**src/rtl/lifting_dwt_stage.sv**
```systemverilog
// One-level streaming 1-D integer lifting wavelet stage.
// MODE 0: Haar S-transform, MODE 1: LeGall 5/3 reversible with symmetric
// extension at both frame edges. Each frame of FRAME_LEN samples yields
// FRAME_LEN/2 (approximation, detail) pairs through a single output register.
module lifting_dwt_stage #(
  parameter int DATA_W    = 16,
  parameter int FRAME_LEN = 256,
  parameter int MODE      = 1
) (
  input  logic                     clk,
  input  logic                     rst_n,
  input  logic                     in_valid,
  output logic                     in_ready,
  input  logic signed [DATA_W-1:0] in_data,
  output logic                     out_valid,
  input  logic                     out_ready,
  output logic signed [DATA_W:0]   out_a,
  output logic signed [DATA_W:0]   out_d,
  output logic                     out_last
);

  localparam int W1 = DATA_W + 1;
  localparam int W2 = DATA_W + 2;
  localparam int KW = (FRAME_LEN > 2) ? $clog2(FRAME_LEN) : 1;
  localparam logic [KW-1:0] K_LAST = KW'(FRAME_LEN - 1);
  localparam logic [KW-1:0] K_TWO  = KW'(2);
  localparam logic signed [W2-1:0] RND = W2'(2);

  typedef enum logic [1:0] {S_X0, S_ODD, S_EVEN} state_t;

  typedef struct packed {
    logic signed [W1-1:0] a;
    logic signed [W1-1:0] d;
    logic                 last;
  } pair_t;

  state_t                   state;
  logic [KW-1:0]            k;
  logic signed [DATA_W-1:0] even_q;   // x[2n], the most recent even sample
  logic signed [DATA_W-1:0] odd_q;    // x[2n+1], held until x[2n+2] arrives
  logic signed [W1-1:0]     d_prev;   // d[n-1] for the 5/3 update step

  logic signed [W2-1:0] xe, xo, xe2;
  logic signed [W2-1:0] hd, ha, ld, dp, la;
  logic                 in_hs, emit, is_last;
  pair_t                nxt;

  // A stalled pair blocks every input so the handshake looks the same for all samples.
  assign in_ready = !out_valid || out_ready;
  assign in_hs    = in_valid && in_ready;

  // Lifting datapath for both kernels, evaluated against the sample on in_data.
  always_comb begin
    xe  = {{2{even_q[DATA_W-1]}}, even_q};
    xo  = {{2{in_data[DATA_W-1]}}, in_data};
    xe2 = xe;                       // right mirror: x[FRAME_LEN] = x[FRAME_LEN-2]
    if (state == S_EVEN) begin
      xo  = {{2{odd_q[DATA_W-1]}}, odd_q};
      xe2 = {{2{in_data[DATA_W-1]}}, in_data};
    end
    hd = xo - xe;
    ha = xe + (hd >>> 1);
    ld = xo - ((xe + xe2) >>> 1);
    // left mirror: the first pair of a frame uses d[-1] = d[0]
    dp = (state == S_EVEN && k == K_TWO) ? ld : {d_prev[W1-1], d_prev};
    la = xe + ((dp + ld + RND) >>> 2);
    is_last = (state == S_ODD) && (k == K_LAST);
    if (MODE == 0) emit = (state == S_ODD);
    else           emit = (state == S_EVEN) || is_last;
    nxt.a    = (MODE == 0) ? W1'(ha) : W1'(la);
    nxt.d    = (MODE == 0) ? W1'(hd) : W1'(ld);
    nxt.last = is_last;
  end

  // Phase FSM, sample counter and held lifting history; advances only on accept.
  always_ff @(posedge clk or negedge rst_n) begin
    if (!rst_n) begin
      state  <= S_X0;
      k      <= '0;
      even_q <= '0;
      odd_q  <= '0;
      d_prev <= '0;
    end else if (in_hs) begin
      case (state)
        S_X0: begin
          even_q <= in_data;
          k      <= KW'(1);
          state  <= S_ODD;
        end
        S_ODD: begin
          odd_q <= in_data;
          if (k == K_LAST) begin
            k     <= '0;
            state <= S_X0;
          end else begin
            k     <= k + 1'b1;
            state <= S_EVEN;
          end
        end
        S_EVEN: begin
          even_q <= in_data;
          d_prev <= W1'(ld);
          k      <= k + 1'b1;
          state  <= S_ODD;
        end
        default: state <= S_X0;
      endcase
    end
  end

  // Output register: reload on a producing accept, otherwise drain on out_ready.
  always_ff @(posedge clk or negedge rst_n) begin
    if (!rst_n) begin
      out_valid <= 1'b0;
      out_a     <= '0;
      out_d     <= '0;
      out_last  <= 1'b0;
    end else if (in_hs && emit) begin
      out_valid <= 1'b1;
      out_a     <= nxt.a;
      out_d     <= nxt.d;
      out_last  <= nxt.last;
    end else if (out_ready) begin
      out_valid <= 1'b0;
    end
  end

endmodule

```
**config.mk**
```make
export PLATFORM = sky130hd
export DESIGN_NAME = lifting_dwt_stage
export DESIGN_NICKNAME = d
export VERILOG_FILES = /design/src/rtl/lifting_dwt_stage.sv
export SDC_FILE = /design/constraint.sdc
export NUM_CORES = 1
export LEC_CHECK = 0
export ABC_CLOCK_PERIOD_IN_PS = 12200
export CAP_MARGIN = 20
export CORE_UTILIZATION = 30
export CTS_CLUSTER_DIAMETER = 120
export DETAILED_ROUTE_END_ITERATION = 8
export PLACE_DENSITY = 0.47
export SLEW_MARGIN = 20
export SYNTH_ARGS = -nofsm -noshare
export SYNTH_HDL_FRONTEND = slang
export SYNTH_SLANG_ARGS = --single-unit
```
**constraint.sdc**
```tcl
create_clock -name clk -period 12.2 [get_ports clk]
set_input_delay 2.44 -clock clk [delete_from_list [all_inputs] [get_ports clk]]
set_output_delay 2.44 -clock clk [all_outputs]
set_load 0.05 [all_outputs]
```
==> flow_metrics.py <==
metrics = {
    "floorplan": {
        "die_area_sq_mm": 0.0256,
        "io_pins": 57,
        "fp.dieH_um": 160,
        "initial_core_util": 0.307,
        "die_width_um": 160,
        "rows": 57,
        "fp.coreArea_sq_mm": 0.0244,
    },
    "detailed_routing": {
        "dr.pass1.iters": 4,
        "routed_wl_um": 17700,
        "vias": 5678,
        "dr_wl_met3_um": 357,
        "routedLengthMet1_um": 9550,
        "wl_met2_um": 7540,
        "drt_iter0_markers": 222,
        "remaining_drc_errors": 0,
        "vias_per_cell": 4.91,
        "ant_nets": 0,
        "wl_per_cell_um": 15.3,
        "top_layer_used": "met4",
    },
    "sta": {
        "period_needed_ns": 9.27,
        "worst_slew_pin_slew_ns": 1.02,
        "max_freq_ghz": 0.108,
        "timing.final.hold_violations": 0,
        "setup_tns_ns": 0,
        "slew_violations": 0,
        "rsz0062_at_grt": "no",
        "relSlewSlack": 0.317,
        "finalClockSkew_ns": 0.00848,
        "fin_crit_sh": 0.760,
        "setup_violations": 0,
    },
    "critical_path": {
        "worstSetupStartpointType": "input pin",
        "cp-end-kind": "flip-flop",
        "worst-setup-path-type": "in2reg",
        "crit_path_max_fanout": 6,
        "worst_ep_arrival_time_ns": 9.52,
        "r2r_cells": 30,
        "r2r_slack_ns": 4.28,
        "required_ns": 12.44,
    },
    "clocking": {
        "cts_tree": "built",
        "cts-buffers-inserted": 9,
        "cts_buffer_depth": 2,
        "clock_latency_ns": 0.36,
        "path_clk_slew_ns": 0.07,
        "clock-sinks": 95,
        "cts_hold_buf": 0,
        "h-tree-depth": 3,
        "cts_setup_buffers": 0,
        "cts-root-buf": "clkbuf_16",
        "cts_resized": 0,
    },
    "logic_synthesis": {
        "yosys_warnings": 0,
        "yosysTopAreaCell": "dfrtp_1",
        "synth_compound_area_frac": 0.176,
        "synth-simple-area-share": 0.125,
        "synth_most_common_cell": "dfrtp_1",
        "ys_ff_latch": 95,
        "syn-mean-instance-area_sq_um": 9.64,
        "netlist_area_sq_mm": 0.00748,
        "synth.distinct_cells": 69,
        "synthTopCellsByCount": "dfrtp_1 (95), ha_1 (86), mux2_2 (84)",
        "synthTopCellsByArea": "dfrtp_1 (32%), ha_1 (14%), mux2_2 (13%)",
        "ys.flop_type": "dfrtp_1",
        "syn_nets": 886,
        "async_reset_ff_frac": 1.00,
        "synth_cells": 776,
        "ys_seq_area_frac": 0.318,
        "synth_edf_count": 0,
        "synth_xor_area_frac": 0.0674,
        "synth_adder_area_share": 0.155,
        "synth_top_family_by_area": "compound AO/OA/AOI/OAI gates",
        "synthMuxAreaShare": 0.135,
        "synth_top_area_share": 0.318,
    },
    "global_route": {
        "track_usage": 0.146,
        "grt_max_degree": 59,
        "grt_pass1_wl_um": 29300,
        "grt_pass1_vias": 5578,
        "antenna_found_initial": 0,
        "grt.overflow.total": 0,
    },
    "finish": {
        "nFillCells": 2522,
        "area_growth_pct": 16.4,
        "n_antenna_cell": 0,
        "drive_above_1_share": 0.145,
        "nNetsFinal": 938,
    },
    "placement": {
        "io_buffers": 56,
        "place_congestion": 0.804,
        "hpwl_um": 13800,
    },
    "run": {
        "maxCapViolCount": 0,
    },
    "run_status": {
        "status": "finished clean",
    },
    "min_path": {
        "hold_depth": 2,
        "hold_class": "reg2reg",
    },
}
-- placed cells by master (no fill, tap or decap), drive strengths merged, types with 4 or more instances in the layout --
cell / synthesis / layout
dfrtp: 95 / 95
mux2: 88 / 88
ha: 86 / 86
nand2: 81 / 81
a21oi: 58 / 58
clkdlybuf4s50: 0 / 55
nor2: 46 / 46
o21ai: 43 / 43
xnor2: 30 / 30
xor2: 25 / 25
inv: 23 / 23
a21o: 23 / 23
o21a: 17 / 17
nor3: 17 / 17
clkbuf: 10 / 14
nand3: 9 / 9
nand2b: 9 / 9
a211oi: 9 / 9
nor2b: 8 / 8
o21bai: 7 / 7
a31oi: 6 / 6
and3: 6 / 6
buf: 10 / 6
or3: 4 / 4
o22ai: 4 / 4
fa: 4 / 4
o31ai: 4 / 4
-- area by class of cell --
class	instances	area [sq um]	area share
clock buffer	14	284	0.0326
clock inverter	2	12.5	0.00144
inverter	24	90.1	0.0103
multi-input combinational	637	4950	0.568
sequential	95	2380	0.273
tap	324	405	0.0465
timing repair buffer	61	596	0.0684
-- flip-flops by register name, indices dropped and copies added, names as in the netlist --
| register | flops |
|---|---|
| state | 2 |
| out_d | 17 |
| d_prev | 17 |
| out_valid | 1 |
| out_last | 1 |
| even_q | 16 |
| out_a | 17 |
| odd_q | 16 |
| k | 8 |
-- worst max-delay path, cell delays in order --
cell	delay (ns)
clkdlybuf4s50_1	0.47
mux2_2	0.30
ha_1	0.35
a21o_1	0.22
a2111oi_0	0.47
a21oi_1	0.21
a221oi_1	0.54
xor2_1	0.16
ha_1	0.40
nand2_1	0.16
nor2_1	0.07
a211oi_1	0.34
o31ai_1	0.18
xnor2_1	0.39
o21ai_1	0.11
ha_1	0.30
ha_1	0.38
a21o_1	0.18
a21oi_1	0.14
o21bai_1	0.16
a21o_1	0.21
a311o_1	0.31
a21oi_1	0.18
xnor2_1	0.10
ha_1	0.37
nor2b_1	0.07
a311oi_1	0.24
nor3_1	0.07
-- metal layers --
| layer | vias to the layer above | GRT usage |
|---|---|---|
| met5 | - | 0 |
| met4 | 0 | 0.0506 |
| met3 | 11 | 0.0148 |
| met2 | 63 | 0.224 |
| met1 | 2670 | 0.212 |
| li1 | 2934 | - |
-- stage by stage --
stage	instances	cell area, sq um	worst slack, ns	util	hold slack [ns]
after floorplan	776	7480	3.91	-	0.450
after global placement	1141	8410	2.53	0.345	0.450
after detailed placement	1141	8410	2.60	0.345	0.458
after CTS	1157	8710	2.96	0.357	0.474
after global routing	1157	8710	2.28	0.357	0.504
final	1157	8710	2.93	0.357	0.467
-- kinds of logic after synthesis --
group                      Yosys count
AOI/OAI and AO/OA                  202
and+or+nand+nor                    199
DFF                                 95
muxes                               90
adders and majority gates           90
xor gates and xnor gates            56
buffers and inverters               44
-- final timing paths --
kind | startpoint | endpoint
setup / recovery | in_data[7] | out_a[16]
hold / removal | out_d[7] | out_d[7]
setup reg to reg | state[0] | out_a[16]
hold reg to reg | out_d[7] | out_d[7]
max in group asynchronous | rst_n | odd_q[15]
min in group asynchronous | rst_n | state[1]
Power is not shown: default switching activity piles up to over one toggle a cycle in this logic, so the estimate is an artifact.
